--- src/rtl/ball_motion_if.sv ---
`default_nettype none
// ============================================================================
//  Module      : ball_motion_if
//  Description : Bundles the frame/control inputs, the paddle hitbox
//                rectangles and the ball/score outputs of ball_motion_ctrl.
//                slave  : the motion controller (consumes control/hitboxes)
//                master : the environment driving it (game logic or bench)
//  Signals     : frame_tick, start, pause       control pulses/levels
//                hb_x, hb_y, hb_right, hb_bottom packed hitboxes, idx 0 LSBs
//                ball_x, ball_y, ball_right, ball_bottom   ball rectangle
//                score_left, score_right         one-cycle point pulses
//                moving                          high while ball in play
//  Revision    : 1.0 - initial release
// ============================================================================
interface ball_motion_if #(
    parameter int X_W        = 10,
    parameter int Y_W        = 10,
    parameter int N_HITBOXES = 3
);
    logic                         frame_tick;
    logic                         start;
    logic                         pause;
    logic [N_HITBOXES*X_W-1:0]    hb_x;
    logic [N_HITBOXES*Y_W-1:0]    hb_y;
    logic [N_HITBOXES*X_W-1:0]    hb_right;
    logic [N_HITBOXES*Y_W-1:0]    hb_bottom;
    logic [X_W-1:0]               ball_x;
    logic [Y_W-1:0]               ball_y;
    logic [X_W-1:0]               ball_right;
    logic [Y_W-1:0]               ball_bottom;
    logic                         score_left;
    logic                         score_right;
    logic                         moving;

    modport slave (
        input  frame_tick, start, pause,
        input  hb_x, hb_y, hb_right, hb_bottom,
        output ball_x, ball_y, ball_right, ball_bottom,
        output score_left, score_right, moving
    );

    modport master (
        output frame_tick, start, pause,
        output hb_x, hb_y, hb_right, hb_bottom,
        input  ball_x, ball_y, ball_right, ball_bottom,
        input  score_left, score_right, moving
    );
endinterface
`default_nettype wire

--- src/rtl/ball_motion_ctrl.sv ---
`default_nettype none
// ============================================================================
//  Module      : ball_motion_ctrl
//  Description : Pong-style ball controller. Serves the ball after a frame
//                countdown, advances it once per frame tick, bounces it off
//                the top/bottom walls and off paddle hitboxes, and reports
//                points when it leaves the field on the left or right.
//  Ports       : clk    system clock
//                rst_n  asynchronous active-low reset
//                bus    ball_motion_if.slave (control, hitboxes, ball, scores)
//  Revision    : 1.0 - initial release
// ============================================================================
module ball_motion_ctrl #(
    parameter int X_W          = 10,
    parameter int Y_W          = 10,
    parameter int SPEED_W      = 5,
    parameter int N_HITBOXES   = 3,
    parameter int H_RES        = 640,
    parameter int V_RES        = 480,
    parameter int BORDER       = 10,
    parameter int BALL_SIDE    = 10,
    parameter int INIT_SPEED   = 4,
    parameter int DEFLECT_X    = 4,
    parameter int DEFLECT_Y    = 1,
    parameter int SIDE_HIT_Y   = 5,
    parameter int SIDE_ZONE    = 12,
    parameter int SERVE_FRAMES = 60
) (
    input  logic         clk,
    input  logic         rst_n,
    ball_motion_if.slave bus
);
    localparam int XW1   = X_W + 1;
    localparam int YW1   = Y_W + 1;
    localparam int SM_W  = SPEED_W - 1;
    localparam int CNT_W = (SERVE_FRAMES < 2) ? 1 : $clog2(SERVE_FRAMES + 1);

    localparam logic [X_W-1:0]   c_X_CENTRE  = X_W'(H_RES / 2 - BALL_SIDE / 2);
    localparam logic [Y_W-1:0]   c_Y_CENTRE  = Y_W'(V_RES / 2 - BALL_SIDE / 2);
    localparam logic [Y_W-1:0]   c_Y_MIN     = Y_W'(BORDER);
    localparam logic [Y_W-1:0]   c_Y_MAX     = Y_W'(V_RES - BORDER - BALL_SIDE);
    localparam logic [XW1-1:0]   c_SIDE_X    = XW1'(BALL_SIDE);
    localparam logic [XW1-1:0]   c_HALF_X    = XW1'(BALL_SIDE / 2);
    localparam logic [XW1-1:0]   c_HRES      = XW1'(H_RES);
    localparam logic [YW1-1:0]   c_SIDE_Y    = YW1'(BALL_SIDE);
    localparam logic [YW1-1:0]   c_HALF_Y    = YW1'(BALL_SIDE / 2);
    localparam logic [YW1-1:0]   c_TOP       = YW1'(BORDER);
    localparam logic [YW1-1:0]   c_FLOOR     = YW1'(V_RES - BORDER);
    localparam logic [YW1-1:0]   c_ZONE      = YW1'(SIDE_ZONE);
    localparam logic [SM_W-1:0]  c_SPD_MAX   = '1;
    localparam logic [SM_W-1:0]  c_INIT_SPD  = SM_W'(INIT_SPEED);
    localparam logic [SM_W-1:0]  c_DEFL_Y    = SM_W'(DEFLECT_Y);
    localparam logic [SM_W-1:0]  c_SIDE_SPD  = SM_W'(SIDE_HIT_Y);
    localparam logic [CNT_W-1:0] c_SERVE_END = CNT_W'(SERVE_FRAMES);

    typedef enum logic [1:0] {
        S_IDLE   = 2'd0,
        S_SERVE  = 2'd1,
        S_MOVE   = 2'd2,
        S_SCORED = 2'd3
    } state_t;

    // Direction bits: 1 = +x (right) / +y (down).
    state_t            r_state,     w_state_nxt;
    logic [X_W-1:0]    r_x,         w_x_nxt;
    logic [Y_W-1:0]    r_y,         w_y_nxt;
    logic [SM_W-1:0]   r_spd_x,     w_spd_x_nxt;
    logic [SM_W-1:0]   r_spd_y,     w_spd_y_nxt;
    logic              r_dir_x,     w_dir_x_nxt;
    logic              r_dir_y,     w_dir_y_nxt;
    logic              r_serve_dir, w_serve_dir_nxt;
    logic [CNT_W-1:0]  r_cnt,       w_cnt_nxt;
    logic              r_score_l,   w_score_l_nxt;
    logic              r_score_r,   w_score_r_nxt;

    // ------------------------------------------------------------------
    // Widened motion arithmetic. Every comparison against the next
    // position is rearranged so that it only adds, never subtracts, which
    // keeps the result exact even when the ball would step past zero.
    // ------------------------------------------------------------------
    logic              w_tick;
    logic [XW1-1:0]    w_xw, w_sx, w_nx_fwd, w_nx_back, w_ball_cx;
    logic [YW1-1:0]    w_yw, w_sy, w_ny_fwd, w_ny_back, w_ball_cy;
    logic              w_top, w_bot, w_exit_l, w_exit_r;
    logic [Y_W-1:0]    w_y_adv;
    logic [SPEED_W:0]  w_spd_sum;
    logic [SM_W-1:0]   w_spd_x_hit;
    logic [YW1-1:0]    w_sel_cy, w_dy_abs;
    logic              w_hit;

    assign w_tick    = bus.frame_tick & ~bus.pause;
    assign w_xw      = {1'b0, r_x};
    assign w_sx      = XW1'(r_spd_x);
    assign w_nx_fwd  = w_xw + w_sx;
    assign w_nx_back = w_xw - w_sx;
    assign w_ball_cx = w_xw + c_HALF_X;
    assign w_yw      = {1'b0, r_y};
    assign w_sy      = YW1'(r_spd_y);
    assign w_ny_fwd  = w_yw + w_sy;
    assign w_ny_back = w_yw - w_sy;
    assign w_ball_cy = w_yw + c_HALF_Y;

    assign w_top = r_dir_y ? (w_ny_fwd < c_TOP) : (w_yw < c_TOP + w_sy);
    assign w_bot = r_dir_y ? (w_ny_fwd + c_SIDE_Y > c_FLOOR)
                           : (w_yw + c_SIDE_Y > c_FLOOR + w_sy);
    assign w_y_adv = w_top ? c_Y_MIN :
                     w_bot ? c_Y_MAX :
                     (r_dir_y ? Y_W'(w_ny_fwd) : Y_W'(w_ny_back));

    assign w_exit_l = ~r_dir_x & (w_xw <= w_sx);
    assign w_exit_r =  r_dir_x & (w_nx_fwd + c_SIDE_X >= c_HRES);

    // ------------------------------------------------------------------
    // Per-hitbox overlap of the next ball rectangle (strict on all edges),
    // qualified by the ball heading toward the hitbox centre.
    // ------------------------------------------------------------------
    logic [N_HITBOXES-1:0] w_hit_vec;
    logic [YW1-1:0]        w_hb_cy [N_HITBOXES];

    for (genvar k = 0; k < N_HITBOXES; k++) begin : g_hitbox
        logic [XW1-1:0] w_l, w_r, w_cx;
        logic [YW1-1:0] w_t, w_b;
        logic           w_ovl_x, w_ovl_y, w_toward;

        assign w_l = {1'b0, bus.hb_x[k*X_W +: X_W]};
        assign w_r = {1'b0, bus.hb_right[k*X_W +: X_W]};
        assign w_t = {1'b0, bus.hb_y[k*Y_W +: Y_W]};
        assign w_b = {1'b0, bus.hb_bottom[k*Y_W +: Y_W]};

        assign w_ovl_x = r_dir_x ? ((w_nx_fwd < w_r) && (w_nx_fwd + c_SIDE_X > w_l))
                                 : ((w_xw < w_r + w_sx) && (w_xw + c_SIDE_X > w_l + w_sx));
        assign w_ovl_y = r_dir_y ? ((w_ny_fwd < w_b) && (w_ny_fwd + c_SIDE_Y > w_t))
                                 : ((w_yw < w_b + w_sy) && (w_yw + c_SIDE_Y > w_t + w_sy));

        assign w_cx         = (w_l + w_r) >> 1;
        assign w_toward     = r_dir_x ? (w_ball_cx < w_cx) : (w_ball_cx > w_cx);
        assign w_hit_vec[k] = w_ovl_x & w_ovl_y & w_toward;
        assign w_hb_cy[k]   = (w_t + w_b) >> 1;
    end

    // Descending scan so the lowest-indexed hitbox is the one kept.
    always_comb begin
        w_hit    = 1'b0;
        w_sel_cy = '0;
        for (int k = N_HITBOXES - 1; k >= 0; k--) begin
            if (w_hit_vec[k]) begin
                w_hit    = 1'b1;
                w_sel_cy = w_hb_cy[k];
            end
        end
    end

    assign w_dy_abs    = (w_ball_cy > w_sel_cy) ? (w_ball_cy - w_sel_cy) : (w_sel_cy - w_ball_cy);
    assign w_spd_sum   = (SPEED_W+1)'(r_spd_x) + (SPEED_W+1)'(DEFLECT_X);
    assign w_spd_x_hit = (w_spd_sum > (SPEED_W+1)'(c_SPD_MAX)) ? c_SPD_MAX : SM_W'(w_spd_sum);

    // ------------------------------------------------------------------
    // Next-state / datapath logic
    // ------------------------------------------------------------------
    always_comb begin
        w_state_nxt     = r_state;
        w_x_nxt         = r_x;
        w_y_nxt         = r_y;
        w_spd_x_nxt     = r_spd_x;
        w_spd_y_nxt     = r_spd_y;
        w_dir_x_nxt     = r_dir_x;
        w_dir_y_nxt     = r_dir_y;
        w_serve_dir_nxt = r_serve_dir;
        w_cnt_nxt       = r_cnt;
        w_score_l_nxt   = 1'b0;
        w_score_r_nxt   = 1'b0;

        case (r_state)
            S_IDLE: begin
                w_x_nxt = c_X_CENTRE;
                w_y_nxt = c_Y_CENTRE;
                if (bus.start && !bus.pause) begin
                    w_state_nxt = S_SERVE;
                    w_cnt_nxt   = '0;
                end
            end

            S_SERVE: begin
                if (w_tick) begin
                    w_cnt_nxt = r_cnt + CNT_W'(1);
                    if (r_cnt + CNT_W'(1) == c_SERVE_END) begin
                        w_state_nxt = S_MOVE;
                        w_spd_x_nxt = c_INIT_SPD;
                        w_spd_y_nxt = c_DEFL_Y;
                        w_dir_y_nxt = 1'b1;
                        w_dir_x_nxt = r_serve_dir;
                    end
                end
            end

            S_MOVE: begin
                if (w_tick) begin
                    // A paddle hit beats an exit; on an exit the ball is
                    // left where it is and recentred in SCORED.
                    if (!w_hit && w_exit_l) begin
                        w_state_nxt   = S_SCORED;
                        w_score_r_nxt = 1'b1;
                    end else if (!w_hit && w_exit_r) begin
                        w_state_nxt   = S_SCORED;
                        w_score_l_nxt = 1'b1;
                    end else begin
                        w_y_nxt = w_y_adv;
                        if (w_hit) begin
                            w_dir_x_nxt = ~r_dir_x;
                            w_spd_x_nxt = w_spd_x_hit;
                            w_spd_y_nxt = (w_dy_abs > c_ZONE) ? c_SIDE_SPD : c_DEFL_Y;
                            w_dir_y_nxt = (w_ball_cy < w_sel_cy) ? 1'b0 : 1'b1;
                        end else begin
                            w_x_nxt = r_dir_x ? X_W'(w_nx_fwd) : X_W'(w_nx_back);
                        end
                        // The wall owns the vertical direction when both fire.
                        if (w_top) begin
                            w_dir_y_nxt = 1'b1;
                        end else if (w_bot) begin
                            w_dir_y_nxt = 1'b0;
                        end
                    end
                end
            end

            S_SCORED: begin
                // Always a single cycle, even while paused, so the score
                // pulse can never be stretched. Serve toward the side that
                // conceded: a right-player point means the left side lost.
                w_x_nxt         = c_X_CENTRE;
                w_y_nxt         = c_Y_CENTRE;
                w_serve_dir_nxt = r_score_l;
                w_cnt_nxt       = '0;
                w_state_nxt     = S_SERVE;
            end

            default: begin
                w_state_nxt = S_IDLE;
            end
        endcase
    end

    always_ff @(posedge clk or negedge rst_n) begin
        if (!rst_n) begin
            r_state     <= S_IDLE;
            r_x         <= c_X_CENTRE;
            r_y         <= c_Y_CENTRE;
            r_spd_x     <= '0;
            r_spd_y     <= '0;
            r_dir_x     <= 1'b1;
            r_dir_y     <= 1'b1;
            r_serve_dir <= 1'b1;
            r_cnt       <= '0;
            r_score_l   <= 1'b0;
            r_score_r   <= 1'b0;
        end else begin
            r_state     <= w_state_nxt;
            r_x         <= w_x_nxt;
            r_y         <= w_y_nxt;
            r_spd_x     <= w_spd_x_nxt;
            r_spd_y     <= w_spd_y_nxt;
            r_dir_x     <= w_dir_x_nxt;
            r_dir_y     <= w_dir_y_nxt;
            r_serve_dir <= w_serve_dir_nxt;
            r_cnt       <= w_cnt_nxt;
            r_score_l   <= w_score_l_nxt;
            r_score_r   <= w_score_r_nxt;
        end
    end

    assign bus.ball_x      = r_x;
    assign bus.ball_y      = r_y;
    assign bus.ball_right  = r_x + X_W'(BALL_SIDE);
    assign bus.ball_bottom = r_y + Y_W'(BALL_SIDE);
    assign bus.score_left  = r_score_l;
    assign bus.score_right = r_score_r;
    assign bus.moving      = (r_state == S_MOVE);

endmodule
`default_nettype wire

--- src/flat_wrapper.sv ---
// flat-port wrapper written by rule: the top's interface ports become plain ports
module ball_motion_ctrl_flat 
#(
    parameter int X_W          = 10,
    parameter int Y_W          = 10,
    parameter int SPEED_W      = 5,
    parameter int N_HITBOXES   = 3,
    parameter int H_RES        = 640,
    parameter int V_RES        = 480,
    parameter int BORDER       = 10,
    parameter int BALL_SIDE    = 10,
    parameter int INIT_SPEED   = 4,
    parameter int DEFLECT_X    = 4,
    parameter int DEFLECT_Y    = 1,
    parameter int SIDE_HIT_Y   = 5,
    parameter int SIDE_ZONE    = 12,
    parameter int SERVE_FRAMES = 60
)
  (clk, rst_n, bus_frame_tick, bus_start, bus_pause, bus_hb_x, bus_hb_y, bus_hb_right, bus_hb_bottom, bus_ball_x, bus_ball_y, bus_ball_right, bus_ball_bottom, bus_score_left, bus_score_right, bus_moving);
  ball_motion_if #(.X_W(X_W), .Y_W(Y_W), .N_HITBOXES(N_HITBOXES)) bus_i ();
  input  logic clk;
  input  logic rst_n;
  input wire logic [$bits(bus_i.frame_tick)-1:0] bus_frame_tick;
  input wire logic [$bits(bus_i.start)-1:0] bus_start;
  input wire logic [$bits(bus_i.pause)-1:0] bus_pause;
  input wire logic [$bits(bus_i.hb_x)-1:0] bus_hb_x;
  input wire logic [$bits(bus_i.hb_y)-1:0] bus_hb_y;
  input wire logic [$bits(bus_i.hb_right)-1:0] bus_hb_right;
  input wire logic [$bits(bus_i.hb_bottom)-1:0] bus_hb_bottom;
  output wire logic [$bits(bus_i.ball_x)-1:0] bus_ball_x;
  output wire logic [$bits(bus_i.ball_y)-1:0] bus_ball_y;
  output wire logic [$bits(bus_i.ball_right)-1:0] bus_ball_right;
  output wire logic [$bits(bus_i.ball_bottom)-1:0] bus_ball_bottom;
  output wire logic [$bits(bus_i.score_left)-1:0] bus_score_left;
  output wire logic [$bits(bus_i.score_right)-1:0] bus_score_right;
  output wire logic [$bits(bus_i.moving)-1:0] bus_moving;
  assign bus_i.frame_tick = bus_frame_tick;
  assign bus_i.start = bus_start;
  assign bus_i.pause = bus_pause;
  assign bus_i.hb_x = bus_hb_x;
  assign bus_i.hb_y = bus_hb_y;
  assign bus_i.hb_right = bus_hb_right;
  assign bus_i.hb_bottom = bus_hb_bottom;
  assign bus_ball_x = bus_i.ball_x;
  assign bus_ball_y = bus_i.ball_y;
  assign bus_ball_right = bus_i.ball_right;
  assign bus_ball_bottom = bus_i.ball_bottom;
  assign bus_score_left = bus_i.score_left;
  assign bus_score_right = bus_i.score_right;
  assign bus_moving = bus_i.moving;
  ball_motion_ctrl #(.X_W(X_W), .Y_W(Y_W), .SPEED_W(SPEED_W), .N_HITBOXES(N_HITBOXES), .H_RES(H_RES), .V_RES(V_RES), .BORDER(BORDER), .BALL_SIDE(BALL_SIDE), .INIT_SPEED(INIT_SPEED), .DEFLECT_X(DEFLECT_X), .DEFLECT_Y(DEFLECT_Y), .SIDE_HIT_Y(SIDE_HIT_Y), .SIDE_ZONE(SIDE_ZONE), .SERVE_FRAMES(SERVE_FRAMES)) u_core (.clk(clk), .rst_n(rst_n), .bus(bus_i));
endmodule
--- config.mk ---
export PLATFORM = sky130hd
export DESIGN_NAME = ball_motion_ctrl_flat
export DESIGN_NICKNAME = d
export VERILOG_FILES = /design/src/rtl/ball_motion_if.sv /design/src/rtl/ball_motion_ctrl.sv /design/src/flat_wrapper.sv
export SDC_FILE = /design/constraint.sdc
export NUM_CORES = 1
export LEC_CHECK = 0
export CORE_AREA = 2 2 192 194
export CTS_BUF_LIST = sky130_fd_sc_hd__clkbuf_4 sky130_fd_sc_hd__clkbuf_8 sky130_fd_sc_hd__clkbuf_16
export CTS_CLUSTER_SIZE = 12
export DETAILED_ROUTE_END_ITERATION = 6
export DIE_AREA = 0 0 194 196
export PLACE_DENSITY = 0.69
export SLEW_MARGIN = 40
export SYNTH_ARGS = -nofsm -noshare
export SYNTH_HDL_FRONTEND = slang
export SYNTH_SLANG_ARGS = --single-unit
--- constraint.sdc ---
create_clock -name clk -period 8.15 [get_ports clk]
set_input_delay 1.63 -clock clk [delete_from_list [all_inputs] [get_ports clk]]
set_output_delay 1.63 -clock clk [all_outputs]
set_load 0.02 [all_outputs]
# Word level (Yosys, flattened, before mapping)
# Index checks and enable logic that the tools add are counted.
dict set report totals {
  mem_bits_ro 0
  n_memories 0
  wordCells 221
  ram_bits 0
  regBits 41
  latchBits 0
  out_inout_bits 43
  in_bits 125
}
dict set report classes {
  shift 0
  add_sub_neg 36
  magnitude_cmp 40
  mux 81
  n_mul 0
  bitwise_logic 11
  reduce_logical 28
  div 0
  eq_ne 14
}
# operator count
set ops {}
lappend ops {{$add 10x4->11} 14}
lappend ops {{$mux 10} 12}
lappend ops {{$gt 11x10->1} 9}
lappend ops {{$lt 11x10->1} 9}
lappend ops {{$gt 11x11->1} 8}
lappend ops {{$lt 10x11->1} 7}
lappend ops {{$add 10x10->11} 6}
lappend ops {{$mux 4} 13}
lappend ops {{$pmux 10 s2} 2}
lappend ops {{$mux 1} 36}
lappend ops {{$mux 11} 3}
lappend ops {{$add 10x3->11 const B} 2}
lappend ops {{$add 10x4->11 const B} 2}
lappend ops {{$add 11x4->11 const B} 2}
lappend ops {{$sub 11x11->11} 2}
lappend ops {{$add 10x4->10 const B} 2}
lappend ops {{$sub 10x4->10} 2}
lappend ops {{$pmux 6 s3} 1}
lappend ops {{$pmux 4 s2} 2}
lappend ops {{$logic_and 1x1->1} 15}
lappend ops {{$reduce_and 7->1} 2}
lappend ops {{$mux 2} 6}
lappend ops {{$mux 6} 2}
lappend ops {{$ge 11x10->1 const B} 1}
lappend ops {{30 further kinds} 50}

# Depth between registers and ports, before layout
# Gate-level depths: netlist (run 1).
dict set report logic_depth {
  word_depth 19
  mapped_depth 37
  ltp_nobuf 34
}

# Worst setup path before layout (run 1)
# Ideal clock, no wire load.
dict set report synth_timing {
  path_type {input to register}
  start {input bus_hb_x[0]}
  end {register u_core.r_spd_y[2]}
  slack_ns -0.164
  path_buffers 3
  setup_ns 0.101
  arrival_ns 8.213
  t_required_ns 8.049
  stages 31
  cell_sequence {and2_1 > fa_1 > a21oi_1 > nor2_1 > nor2_1 > nor2b_1 > o21a_1 > or3_1 > nand2_1 > ha_1 > nand4_1 > a21oi_1 > a2111oi_0 > o21ai_0 > or4b_1 > a311oi_1 > o21a_1 > clkbuf_2 > buf_2 > mux2_2 > ha_1 > a21oi_1 > a21oi_1 > o41a_1 > o21ai_1 > buf_2 > mux2_2 > a211oi_1 > nor3_1 > nor4bb_1 > o32ai_1}
}
dict set report synth_via {
  elab_chain_cells 16
  word_cells_on_any_way 32
  classes_between {4 x add/sub; 6 x order compare; 3 x eq/ne; 11 x mux; 2 x bitwise; 6 x reduce/logical}
}
# element line
set synth_lines {}
lappend synth_lines {{from (decl)} flat_wrapper.sv:26} ;# input wire logic [$bits(bus_i.hb_x)-1:0] bus_hb_x;
lappend synth_lines {{$add 10x4->11} ball_motion_ctrl.sv:131} ;# : ((w_xw < w_r + w_sx) && (w_xw + c_SIDE_X > w_l + w_sx));
lappend synth_lines {{$gt 11x11->1} ball_motion_ctrl.sv:131}
lappend synth_lines {{$logic_and 1x1->1} ball_motion_ctrl.sv:131}
lappend synth_lines {{$mux 1} ball_motion_ctrl.sv:130} ;# assign w_ovl_x = r_dir_x ? ((w_nx_fwd < w_r) && (w_nx_fwd + c_SIDE_X > w_l))
lappend synth_lines {{$and 1x1->1} ball_motion_ctrl.sv:137} ;# assign w_hit_vec[k] = w_ovl_x & w_ovl_y & w_toward;
lappend synth_lines {{$and 1x1->1 *} ball_motion_ctrl.sv:137}
lappend synth_lines {{$mux 11} ball_motion_ctrl.sv:146} ;# if (w_hit_vec[k]) begin
lappend synth_lines {{$sub 11x11->11 or $gt 11x11->1 (tied branches)} ball_motion_ctrl.sv:153} ;# assign w_dy_abs = (w_ball_cy > w_sel_cy) ? (w_ball_cy - w_sel_cy) : (w_sel_cy - w_ball_cy);
lappend synth_lines {{$mux 11} ball_motion_ctrl.sv:153}
lappend synth_lines {{$gt 11x4->1} ball_motion_ctrl.sv:211} ;# w_spd_y_nxt = (w_dy_abs > c_ZONE) ? c_SIDE_SPD : c_DEFL_Y;
lappend synth_lines {{$mux 3} ball_motion_ctrl.sv:211}
lappend synth_lines {{$mux 4} ball_motion_ctrl.sv:208} ;# if (w_hit) begin
lappend synth_lines {{$mux 4} ball_motion_ctrl.sv:203} ;# end else if (!w_hit && w_exit_r) begin
lappend synth_lines {{$mux 4} ball_motion_ctrl.sv:200} ;# if (!w_hit && w_exit_l) begin
lappend synth_lines {{$mux 4} ball_motion_ctrl.sv:197} ;# if (w_tick) begin
lappend synth_lines {{$pmux 4 s2} ball_motion_ctrl.sv:173} ;# case (r_state)
lappend synth_lines {{to (signal assigned)} ball_motion_ctrl.sv:261} ;# r_spd_y <= w_spd_y_nxt;
lappend synth_lines {{to (decl)} ball_motion_ctrl.sv:68} ;# logic [SM_W-1:0] r_spd_y, w_spd_y_nxt;
# Mark *: on every way between the ends. The rest lies on a longest branch, timed or not. The select of a mux whose other input is x is not followed.
# A chain may end at the register's enable or synchronous reset.

# Final worst setup path (run 1)
dict set report layout_timing {
  start {input bus_hb_right[0]}
  end {register u_core.r_spd_y[2]}
}
dict set report layout_via {
  elab_chain_cells 16
  word_cells_on_any_way 32
  classes_between {4 x add/sub; 6 x order compare; 3 x eq/ne; 11 x mux; 2 x bitwise; 6 x reduce/logical}
}
# element line
set layout_lines {}
lappend layout_lines {{from (decl)} flat_wrapper.sv:28} ;# input wire logic [$bits(bus_i.hb_right)-1:0] bus_hb_right;
lappend layout_lines {{$add 10x4->11} ball_motion_ctrl.sv:131}
lappend layout_lines {{$lt 10x11->1} ball_motion_ctrl.sv:131}
lappend layout_lines {{$logic_and 1x1->1} ball_motion_ctrl.sv:131}
lappend layout_lines {{$mux 1} ball_motion_ctrl.sv:130}
lappend layout_lines {{$and 1x1->1} ball_motion_ctrl.sv:137}
lappend layout_lines {{$and 1x1->1 *} ball_motion_ctrl.sv:137}
lappend layout_lines {{$mux 11} ball_motion_ctrl.sv:146}
lappend layout_lines {{$sub 11x11->11 or $gt 11x11->1 (tied branches)} ball_motion_ctrl.sv:153}
lappend layout_lines {{$mux 11} ball_motion_ctrl.sv:153}
lappend layout_lines {{$gt 11x4->1} ball_motion_ctrl.sv:211}
lappend layout_lines {{$mux 3} ball_motion_ctrl.sv:211}
lappend layout_lines {{$mux 4} ball_motion_ctrl.sv:208}
lappend layout_lines {{$mux 4} ball_motion_ctrl.sv:203}
lappend layout_lines {{$mux 4} ball_motion_ctrl.sv:200}
lappend layout_lines {{$mux 4} ball_motion_ctrl.sv:197}
lappend layout_lines {{$pmux 4 s2} ball_motion_ctrl.sv:173}
# Marked as above.

==> impl_metrics.env, run 1 <==
export IMPL_hold_buffers=0
export IMPL_clock_fmax_mhz=123.5
export IMPL_grt_max_degree=39
export IMPL_power_switching_uw=3769
export IMPL_slowest_stage="or4b_1"
export IMPL_vias=17640
export IMPL_cts_tree="yes"
export IMPL_grt_pass1_vias=17500
export IMPL_clk_latency_ns=0.30
export IMPL_hold_viol=0
export IMPL_fin_crit_sh_pct=99.36
export IMPL_cts_buffer_depth=2
export IMPL_port_buffers=167
export IMPL_routed_wl_mm=61.69
export IMPL_h_tree_depth=2
export IMPL_antenna_found_initial=1
export IMPL_syn2layout_area_growth_pct=28.40
export IMPL_critPathBufInv=6
export IMPL_vias_per_cell=5.979
export IMPL_p_seq_share_pct=5.4
export IMPL_syn_inst=2103
export IMPL_critPathKind="primary input to register"
export IMPL_setup_viol=0
export IMPL_reg2reg_slack_ns=0.38
export IMPL_io_pins=168
export IMPL_final_layout_size_suffix_gt1_share_pct=17.00
export IMPL_initial_core_util_pct=45.36
export IMPL_crit_family="compound AO/OA/AOI/OAI gates"
export IMPL_ys_ff_latch=38
export IMPL_pre_cts_ws_ns=-1.051
export IMPL_ys_flop_type="dfrtp_1"
export IMPL_skew_ns=0.009385
export IMPL_nets=3035
export IMPL_clock_sinks=38
export IMPL_place_hpwl_mm=51.49
export IMPL_slowest_delay_ns=0.49
export IMPL_drc_errors=0
export IMPL_syn_nets=2657
export IMPL_hp_class="register to register"
export IMPL_synth_edf_count=0
export IMPL_rows=70
export IMPL_grt_pass1_wl_mm=95.02
export IMPL_core_sq_mm=0.03608
export IMPL_rr_worst_depth=32
export IMPL_synth_seq_area_share_pct=5.924
export IMPL_dpl_cell_count=2913
export IMPL_rr_endpoint="u_core.r_spd_y[2]$_DFFE_PN0P_"
export IMPL_dieHeight_um=196
export IMPL_p_int_uw=3133
export IMPL_dieWidth_um=194
export IMPL_async_flop_share_pct=100.0
export IMPL_drtPass1Iterations=6
export IMPL_path_clk_slew_ns=0.07
export IMPL_combinationalPowerShare_pct=91.3
export IMPL_ir_drop_v=0.0002566
export IMPL_slew_violations=0
export IMPL_setup_worst_path_start_class="primary input"
export IMPL_die_area_sq_mm=0.03802
export IMPL_powerDensity_mw_per_mm2=328.4
export IMPL_cts_root_buf="clkbuf_16"
export IMPL_status="complete, no violations"
export IMPL_crit_fanout=6
export IMPL_clockPowerShare_pct=3.3
export IMPL_syn_avg_cell_area_sq_um=7.784
export IMPL_switching_share_pct=54.60
export IMPL_crit_path_end_kind="register"
export IMPL_setup_ws_ns=0.05181
export IMPL_cp_startpoint="bus_hb_right[0]"
export IMPL_crit_end="u_core.r_spd_y[2]$_DFFE_PN0P_"
export IMPL_tightest_slew_ns=0.8639
export IMPL_grt_overflow_total=0
export IMPL_drt_iter0_drc=1389
export IMPL_maxCapViolCount=0
export IMPL_crit_cells=34
export IMPL_place_gp_congestion=1.035
export IMPL_synth_cell_type_count=99
export IMPL_wl_per_cell_um=20.90
export IMPL_netlist_area_sq_mm=0.01637
export IMPL_final_min_clock_period_ns=8.098
export IMPL_rsz0062_at_grt="yes"
export IMPL_worstPathArrival_ns=8.24
export IMPL_power_leakage_uw=0.009972
export IMPL_yosys_warnings=0
export IMPL_track_usage_pct=31.46
export IMPL_antenna_left=0
export IMPL_worst_ep_required_time_ns=8.29
export IMPL_relSlewSlack_pct=41.99
export IMPL_r2r_start="u_core.bus.ball_x[0]$_DFFE_PN1P_"
export IMPL_numCtsBuffers=5
export IMPL_fin_cells=2951
[timing repair]
item / CTS / global route
gates cloned: 0 / 1
setup endpoints to repair: 1 / 1
setup buffers: 15 / 13
gates resized for setup: 85 / 72
pin swaps: 46 / 65
[cells by family after synthesis]
group	share of synthesized area (%)
and+or+nand+nor	17.01
adders and majority gates	33.57
xor gates and xnor gates	10.96
muxes	2.989
AOI/OAI and AO/OA	23.27
buffers and inverters	6.275
DFF	5.924
[registers in the layout (all words and copies together) (netlist names)]
register and flops:
u_core.r_spd_x 3, u_core.bus.score_left 1, u_core.bus.ball_y 10, u_core.r_dir_y 1, u_core.r_dir_x 1, u_core.bus.ball_x 10, u_core.r_state 2, u_core.r_spd_y 2
u_core.r_serve_dir 1, u_core.bus.score_right 1, u_core.r_cnt 6
[power by group through the flow]
stage / registers, uW / logic [uW] / clock network (uW)
2_1_floorplan: 369 / 3670 / 0
3_3_place_gp: 371 / 5590 / 0
3_5_place_dp: 372 / 5730 / 0
4_1_cts: 369 / 5870 / 231
5_1_grt: 382 / 6880 / 240
6_report: 373 / 6300 / 230
[per-layer routing]
layer	track usage [%]	vias to the layer above	routed length (um)
li1	-	8429	-
met1	43.32	8342	27480
met2	50.89	749	27220
met3	4.573	121	5100
met4	9.287	2	1866
met5	0	-	13
[cell type report]
class                   instances  area, sq um
fillers                      3296        15070
multi-input cells            1804        14890
repair buffers                415         3590
flip-flops and latches         38        969.7
inverters                     217        814.5
well taps                     468        585.6
clock buffers                   5        125.1
clock inverters                 3        40.04
diodes                          1        2.502
[placed cells by master, fill, tap and decap left out, types with 7 or more instances in the layout]
| cell type | instances |
|---|---|
| nor2_2 | 7 |
| inv_1 | 210 |
| or3_1 | 11 |
| nand4_1 | 41 |
| xor2_1 | 35 |
| and4_1 | 7 |
| dlygate4sd2_1 | 7 |
| o21bai_1 | 16 |
| xnor2_1 | 165 |
| nand2_1 | 123 |
| o31ai_1 | 13 |
| buf_6 | 11 |
| a21o_1 | 59 |
| fa_1 | 14 |
| nor4_1 | 14 |
| or2_2 | 9 |
| a21oi_2 | 24 |
| and2_1 | 11 |
| dfrtp_1 | 23 |
| buf_4 | 237 |
| mux2i_1 | 24 |
| mux2_2 | 14 |
| a31oi_1 | 20 |
| o21a_1 | 30 |
| clkdlybuf4s50_1 | 148 |
| dfstp_2 | 15 |
| o211ai_1 | 21 |
| nor3_1 | 57 |
| nor2_1 | 105 |
| nand3_1 | 68 |
| ha_1 | 407 |
| o21ai_0 | 101 |
| a211o_1 | 11 |
| a211oi_1 | 21 |
| o21ai_2 | 8 |
| and3_1 | 13 |
| a21oi_1 | 141 |
| nor2b_1 | 33 |
| nand2b_1 | 18 |
[worst min-delay path by stage]
stage	startpoint	endpoint	slack, ns	cells past startpoint
floorplan	u_core.r_cnt[1]$_DFFE_PN0P_	u_core.r_cnt[1]$_DFFE_PN0P_	0.48	2
detailed placement	u_core.r_cnt[3]$_DFFE_PN0P_	u_core.r_cnt[3]$_DFFE_PN0P_	0.51	1
global placement	u_core.r_cnt[1]$_DFFE_PN0P_	u_core.r_cnt[1]$_DFFE_PN0P_	0.49	2
CTS	u_core.r_cnt[3]$_DFFE_PN0P_	u_core.r_cnt[3]$_DFFE_PN0P_	0.53	1
global route	u_core.r_cnt[3]$_DFFE_PN0P_	u_core.r_cnt[3]$_DFFE_PN0P_	0.56	1
finish	u_core.r_cnt[3]$_DFFE_PN0P_	u_core.r_cnt[3]$_DFFE_PN0P_	0.53	1
[worst register-to-register path: cells and delay by family, from the launching register on]
kind | cells | cell delay [ns]
DFF | 1 | 0.53
buffers and inverters | 4 | 0.51
muxes | 2 | 0.34
and+or+nand+nor | 5 | 1.18
xor gates and xnor gates | 3 | 1.00
AOI/OAI and AO/OA | 14 | 2.75
adders and majority gates | 4 | 1.33
[cell usage after synthesis, drive strengths merged, types with 13 or more instances]
| cell | n | area [sq um] |
|---|---|---|
| ha | 412 | 5155 |
| inv | 214 | 803.3 |
| a21oi | 168 | 878.3 |
| xnor2 | 168 | 1471 |
| nand2 | 127 | 481.7 |
| o21ai | 115 | 590.6 |
| nor2 | 112 | 422.9 |
| nand3 | 70 | 355.3 |
| nor3 | 60 | 300.3 |
| a21o | 59 | 442.9 |
| nand4 | 41 | 256.5 |
| xor2 | 36 | 322.8 |
| nor2b | 34 | 215.2 |
| mux2i | 32 | 320.3 |
| o21a | 31 | 232.7 |
| a211oi | 24 | 192.7 |
| dfrtp | 23 | 575.6 |
| buf | 22 | 128.9 |
| clkbuf | 22 | 83.83 |
| o211ai | 22 | 170.2 |
| a31oi | 21 | 131.4 |
| o21bai | 20 | 161.4 |
| nand2b | 18 | 112.6 |
| fa | 17 | 340.3 |
| nor4 | 16 | 100.1 |
| and2 | 15 | 93.84 |
| dfstp | 15 | 394.1 |
| mux2 | 15 | 168.9 |
| o31ai | 15 | 117.6 |
| and3 | 13 | 81.33 |
[through the flow]
step	instance area [sq um]	setup TNS, ns	total power, uW	util (%)	hold slack, ns
3_5_place_dp	20090	-1.318	6103	55.69	0.5146
5_1_grt	21020	-0.2155	7497	58.24	0.5572
6_report	21020	0	6902	58.25	0.5308
3_3_place_gp	20080	-1.035	5959	55.64	0.4922
4_1_cts	20580	0	6472	57.03	0.5282
2_1_floorplan	16380	0	4038	-	0.4759
No activity file was read; power rests on OpenSTA's default activity.
==> run 2, diff against run 1 <==
CAP_MARGIN = 20   (was default)
==> results of run 2 <==
The final DEF is identical to that of run 1; final timing and power are the same.
